[config.mk]
export PLATFORM = sky130hd
export DESIGN_NAME = ahb_master_ctrl
export DESIGN_NICKNAME = d
export VERILOG_FILES = /design/src/rtl/ahb_master_ctrl.sv
export SDC_FILE = /design/constraint.sdc
export NUM_CORES = 1
export LEC_CHECK = 0
export BUFFER_PORTS_ARGS = -buffer_cell sky130_fd_sc_hd__buf_2
export CORE_MARGIN = 1
export CORE_UTILIZATION = 44
export DETAILED_ROUTE_END_ITERATION = 8
export GPL_ROUTABILITY_DRIVEN = 1
export PLACE_DENSITY_LB_ADDON = 0.3
export SYNTH_ARGS = -nofsm -noshare
export SYNTH_HDL_FRONTEND = slang
export SYNTH_SLANG_ARGS = --single-unit
[constraint.sdc]
create_clock -name clk -period 1.77 [get_ports clk]
set_clock_uncertainty 0.2 [all_clocks]
set_input_delay 0 -clock clk [delete_from_list [all_inputs] [get_ports clk]]
set_output_delay 0 -clock clk [all_outputs]
set_load 0.05 [all_outputs]
[src/rtl/ahb_master_ctrl.sv]
// ---------------------------------------------------------------------------
// ahb_master_ctrl
//
// Sequencing front end for an AHB master port. Accepts one CPU load/store at
// a time and walks it through bus request/grant, the address phase and the
// data phase, then returns read data and error status to the CPU with a
// single-cycle completion pulse. No bursts, no address/data pipelining.
//
// Ports
//   clk, rstn            clock, asynchronous active-low reset
//   cpu_req/we/addr/wdata  CPU request and payload (held until accepted)
//   cpu_ready            high in IDLE only; accept = cpu_req & cpu_ready
//   cpu_rvalid           one-cycle completion pulse
//   cpu_rdata, cpu_err   completion data / error, meaningful with cpu_rvalid
//   haddr_o, haddr_ctrl_o, hwrite_o, hwdata_o, hbusreq_o
//                        stimulus towards the AHB master port
//   hgrant               arbiter grant
//   hready_s2m, hresp_s2m, hdata_s2m
//                        slave ready, response (1 = ERROR) and read data
// ---------------------------------------------------------------------------
`ifndef AHB_ADDR_WIDTH
`define AHB_ADDR_WIDTH 32
`endif
`ifndef AHB_DATA_WIDTH
`define AHB_DATA_WIDTH 32
`endif

module ahb_master_ctrl #(
  parameter int ADDR_W  = `AHB_ADDR_WIDTH,
  parameter int DATA_W  = `AHB_DATA_WIDTH,
  parameter int TIMEOUT = 16              // data-phase wait limit, 1..255
) (
  input  logic              clk,
  input  logic              rstn,
  // CPU side
  input  logic              cpu_req,
  input  logic              cpu_we,
  input  logic [ADDR_W-1:0] cpu_addr,
  input  logic [DATA_W-1:0] cpu_wdata,
  output logic              cpu_ready,
  output logic              cpu_rvalid,
  output logic [DATA_W-1:0] cpu_rdata,
  output logic              cpu_err,
  // AHB master stimulus
  output logic [ADDR_W-1:0] haddr_o,
  output logic              haddr_ctrl_o,
  output logic              hwrite_o,
  output logic [DATA_W-1:0] hwdata_o,
  output logic              hbusreq_o,
  // AHB return path
  input  logic              hgrant,
  input  logic              hready_s2m,
  input  logic              hresp_s2m,
  input  logic [DATA_W-1:0] hdata_s2m
);

  typedef enum logic [2:0] {
    S_IDLE,
    S_REQ,
    S_ADDR,
    S_DATA,
    S_RESP
  } state_e;

  localparam logic [7:0] TIMEOUT_CNT = 8'(TIMEOUT);

  state_e              state_q,    state_d;
  logic [ADDR_W-1:0]   addr_q,     addr_d;
  logic                we_q,       we_d;
  logic [DATA_W-1:0]   wdata_q,    wdata_d;
  logic [7:0]          wait_cnt_q, wait_cnt_d;
  logic                err_q,      err_d;
  logic [DATA_W-1:0]   rdata_q,    rdata_d;

  // -------------------------------------------------------------------------
  // Next-state and datapath register updates
  // -------------------------------------------------------------------------
  always_comb begin
    // NOTE: every signal gets its hold value first so no path through the
    // case statement can leave one unassigned and infer a latch.
    state_d    = state_q;
    addr_d     = addr_q;
    we_d       = we_q;
    wdata_d    = wdata_q;
    wait_cnt_d = wait_cnt_q;
    err_d      = err_q;
    rdata_d    = rdata_q;

    unique case (state_q)
      S_IDLE: begin
        // cpu_ready is 1 here, so cpu_req alone is an acceptance.
        if (cpu_req) begin
          addr_d  = cpu_addr;
          we_d    = cpu_we;
          wdata_d = cpu_wdata;
          state_d = S_REQ;
        end
      end

      S_REQ: begin
        if (hgrant) state_d = S_ADDR;
      end

      S_ADDR: begin
        // Losing the grant outranks a ready slave: reissue the address phase.
        if (!hgrant) begin
          state_d = S_REQ;
        end else if (hready_s2m) begin
          state_d    = S_DATA;
          wait_cnt_d = '0;
        end
      end

      S_DATA: begin
        if (hready_s2m) begin
          err_d   = hresp_s2m;
          rdata_d = (!we_q && !hresp_s2m) ? hdata_s2m : '0;
          state_d = S_RESP;
        end else if (wait_cnt_q == TIMEOUT_CNT) begin
          // TIMEOUT waits already counted: abort as an error.
          err_d   = 1'b1;
          rdata_d = '0;
          state_d = S_RESP;
        end else begin
          wait_cnt_d = wait_cnt_q + 8'd1;
        end
      end

      S_RESP: begin
        state_d = S_IDLE;
      end

      default: begin
        state_d = S_IDLE;
      end
    endcase
  end

  // -------------------------------------------------------------------------
  // State and holding registers
  // -------------------------------------------------------------------------
  always_ff @(posedge clk or negedge rstn) begin
    if (!rstn) begin
      state_q    <= S_IDLE;
      addr_q     <= '0;
      we_q       <= 1'b0;
      wdata_q    <= '0;
      wait_cnt_q <= '0;
      err_q      <= 1'b0;
      rdata_q    <= '0;
    end else begin
      // NOTE: non-blocking assignments so every register samples the values
      // from before this edge, independent of statement order.
      state_q    <= state_d;
      addr_q     <= addr_d;
      we_q       <= we_d;
      wdata_q    <= wdata_d;
      wait_cnt_q <= wait_cnt_d;
      err_q      <= err_d;
      rdata_q    <= rdata_d;
    end
  end

  // -------------------------------------------------------------------------
  // Outputs, decoded from registered state only
  // -------------------------------------------------------------------------
  always_comb begin
    cpu_ready    = 1'b0;
    cpu_rvalid   = 1'b0;
    cpu_rdata    = '0;
    cpu_err      = 1'b0;
    haddr_o      = '0;
    haddr_ctrl_o = 1'b0;
    hwrite_o     = 1'b0;
    hwdata_o     = '0;
    hbusreq_o    = 1'b0;

    unique case (state_q)
      S_IDLE: begin
        cpu_ready = 1'b1;
      end
      S_REQ: begin
        hbusreq_o = 1'b1;
      end
      S_ADDR: begin
        hbusreq_o    = 1'b1;
        haddr_ctrl_o = 1'b1;
        haddr_o      = addr_q;
        hwrite_o     = we_q;
      end
      S_DATA: begin
        // Address and direction stay on the bus through the data phase.
        haddr_o  = addr_q;
        hwrite_o = we_q;
        hwdata_o = we_q ? wdata_q : '0;
      end
      S_RESP: begin
        cpu_rvalid = 1'b1;
        cpu_rdata  = rdata_q;
        cpu_err    = err_q;
      end
      default: begin
        cpu_ready = 1'b0;
      end
    endcase
  end

endmodule

==> flow_summary.ini <==
[timing]
slew_violations = 0
final-hold-violation-count = 0
setup_viol = 206
tightest_slew_ps = 448.4
tns_ps = -29890
timing.final.crit_period_ps = 2014
max_freq_ghz = 0.4966
finalCritPeriodShare = 1.138
maxSlewHeadroom = 0.7010
finalHoldWorstSlack_ps = 211.2
grt_setup_unrepaired = yes
fin_ws_ps = -243.6

[cells_and_area]
nets = 858
post-route-util = 0.9004
layout-drive-gt1-share = 0.6227
fill_cells = 412
final_cell_mix = 106 x dfrtp_1, 103 x buf_2, 103 x dlygate4sd3_1
area_growth_pct = 96.86
layout_commonest_cell = dfrtp_1

[die]
die_w_um = 108.9
die_h_um = 108.9
die_area_um2 = 11850
rows = 38
initial_core_util = 0.4574
core_area_um2 = 10980
io_pins = 205

[grt]
grt_pass1_vias = 4894
grt_max_degree = 63
track_usage = 0.2804
grt.overflow.total = 0
antenna_found_initial = 1
grt_pass1_wl_um = 24850

[placed_design]
post-dp-hpwl_um = 8427
place_ws_ps = -136.6
routabilityCongestion = 0.8016
io_buffer_count = 204

[clocking]
clock-root-buffer = clkbuf_16
insertion_delay_ps = 350
htreeDepth = 3
cts.reportedPaths.clkPinSlew_ps = 70
cts_tree = done
clkSinkCount = 109
clockBufferDepth = 2
numCtsBuffers = 9

[synth]
yosys.cell_types.count = 41
synth_area_leaders = dfrtp_1 54%, and2_1 12%, mux2_1 12%
yosys_warnings = 0
yosys_register_bits = 109
yosysTopAreaCell = dfrtp_1
ys_seq_area_frac = 0.5430
synth_area_um2 = 5024
synth_nets = 497
post-synth-top-area-fraction = 0.5430
syn_avg_cell_area_um2 = 12.82
syn_inst = 392

[routing]
routed_wl_um = 21760
firstDrtPassIters = 4
remaining_drc_errors = 0
drtIter0Drc = 341
vias = 4871
avgViaCountPerCell = 5.418
routedWlPerCell_um = 24.20
ant_nets = 0

[run_status]
status = finished, violations left
violations = negative setup slack

[power]
power_density_nw_per_um2 = 1567
leakage_nw = 4.769
fin_total_pwr_mw = 15.50
vdd_ir_drop_max_mv = 1.144

[worst_setup_path]
cp-start-kind = register
required_ps = 1790
crit_arrival_ps = 2040
path_max_fanout = 6
crit_type = reg2reg
crit_path_end_kind = register
rrSetupSlack_ps = -240

[job]
cap_violations = 0

[hold_path]
hold_class = in2reg
-- final timing paths --
path	startpoint	end	depth (start not counted)
worst max-delay path	state_q[1]	addr_q[25]	6
worst min-delay path	hdata_s2m[30]	rdata_q[30]	3
worst max register to register	state_q[1]	addr_q[25]	6
worst min register to register	wdata_q[8]	wdata_q[8]	1
max in group asynchronous	rstn	wait_cnt_q[6]	4
min in group asynchronous	rstn	rdata_q[30]	3
-- cells by family (layout without fill, tap and decap cells) --
logic type,after synthesis,in the layout,synth area share
xor+xnor,2,2,0.003488
other cells,0,1,0
mux,66,66,0.1479
simple gates,128,129,0.1696
compound gates,54,54,0.08767
buf+inv,31,396,0.04334
fa+ha+maj,2,2,0.004981
flops,109,109,0.5430
-- routing by layer --
| layer | vias up | part of all wire | global-route usage |
|---|---|---|---|
| met2 | 285 | 0.53 | 0.5081 |
| met4 | 0 | 0.039 | 0.1004 |
| met1 | 2433 | 0.35 | 0.2971 |
| met5 | - | 0 | 0 |
| met3 | 73 | 0.081 | 0.1028 |
| li1 | 2080 | - | - |
-- critical path: stages (launching register included) --
cell and delay (ps):
dfrtp_2 430, buf_4 150, nor3_4 200, buf_4 150, and2_4 210, clkbuf_16 180
mux2_1 350
-- sequential cells by signal, summed over array words and instances, names as in the netlist --
signal      cells
rdata_q        32
we_q            1
wait_cnt_q      8
state_q         3
wdata_q        32
addr_q         32
err_q           1
-- synthesized netlist by cell type (all sizes together) --
library cell and n:
nor3b 3, a31o 1, ha 2, and2 99, o21a 1, nand2 3, nand3 2, nor4b 1
nor2 4, nand3b 2, o211a 1, mux2 66, a31oi 5, and3 3, o21ai 5, or3b 1
a21o 3, or2 1, a211oi 2, a21oi 1, buf 17, and3b 1, xnor2 2, inv 4
nor3 3, clkbuf 10, dfrtp 109, a221o 3, nor2b 5, a22o 32
-- per-stage QoR --
| step | std cells | area, µm² |
|---|---|---|
| finish | 899 | 9889 |
| detailed placement | 744 | 6490 |
| CTS | 878 | 8801 |
| global placement | 744 | 6490 |
| floorplan | 392 | 5156 |
| global route | 899 | 9889 |
-- power by group --
part / leakage (nW) / switching (mW) / total [mW] / internal [mW]
clock: 0.162 / 0.978 / 2.30 / 1.32
sequential: 1.35 / 0.865 / 4.49 / 3.62
combinational: 3.26 / 4.07 / 8.71 / 4.64
total: 4.77 / 5.91 / 15.5 / 9.59
-- final cells by class --
cell class,count,area (µm²),area share
timing repair buffer,376,4018,0.4062
sequential,109,2731,0.2762
multi-input combinational,253,2614,0.2643
clock buffer,11,252.7,0.02556
tap,140,175.2,0.01771
clock inverter,5,81.33,0.008224
inverter,4,15.01,0.001518
antenna,1,2.502,0.0002530
-- what timing repair did --
action / in CTS / in global routing
pin swaps: 13 / 66
endpoints found under the setup margin: 193 / 206
cloned: 4 / 16
resized for setup: 253 / 226
endpoints found under the hold margin: 213 / 0
hold buffers: 103 / 0
buffers inserted: 11 / 5
Power figures use the tool's default switching activity.
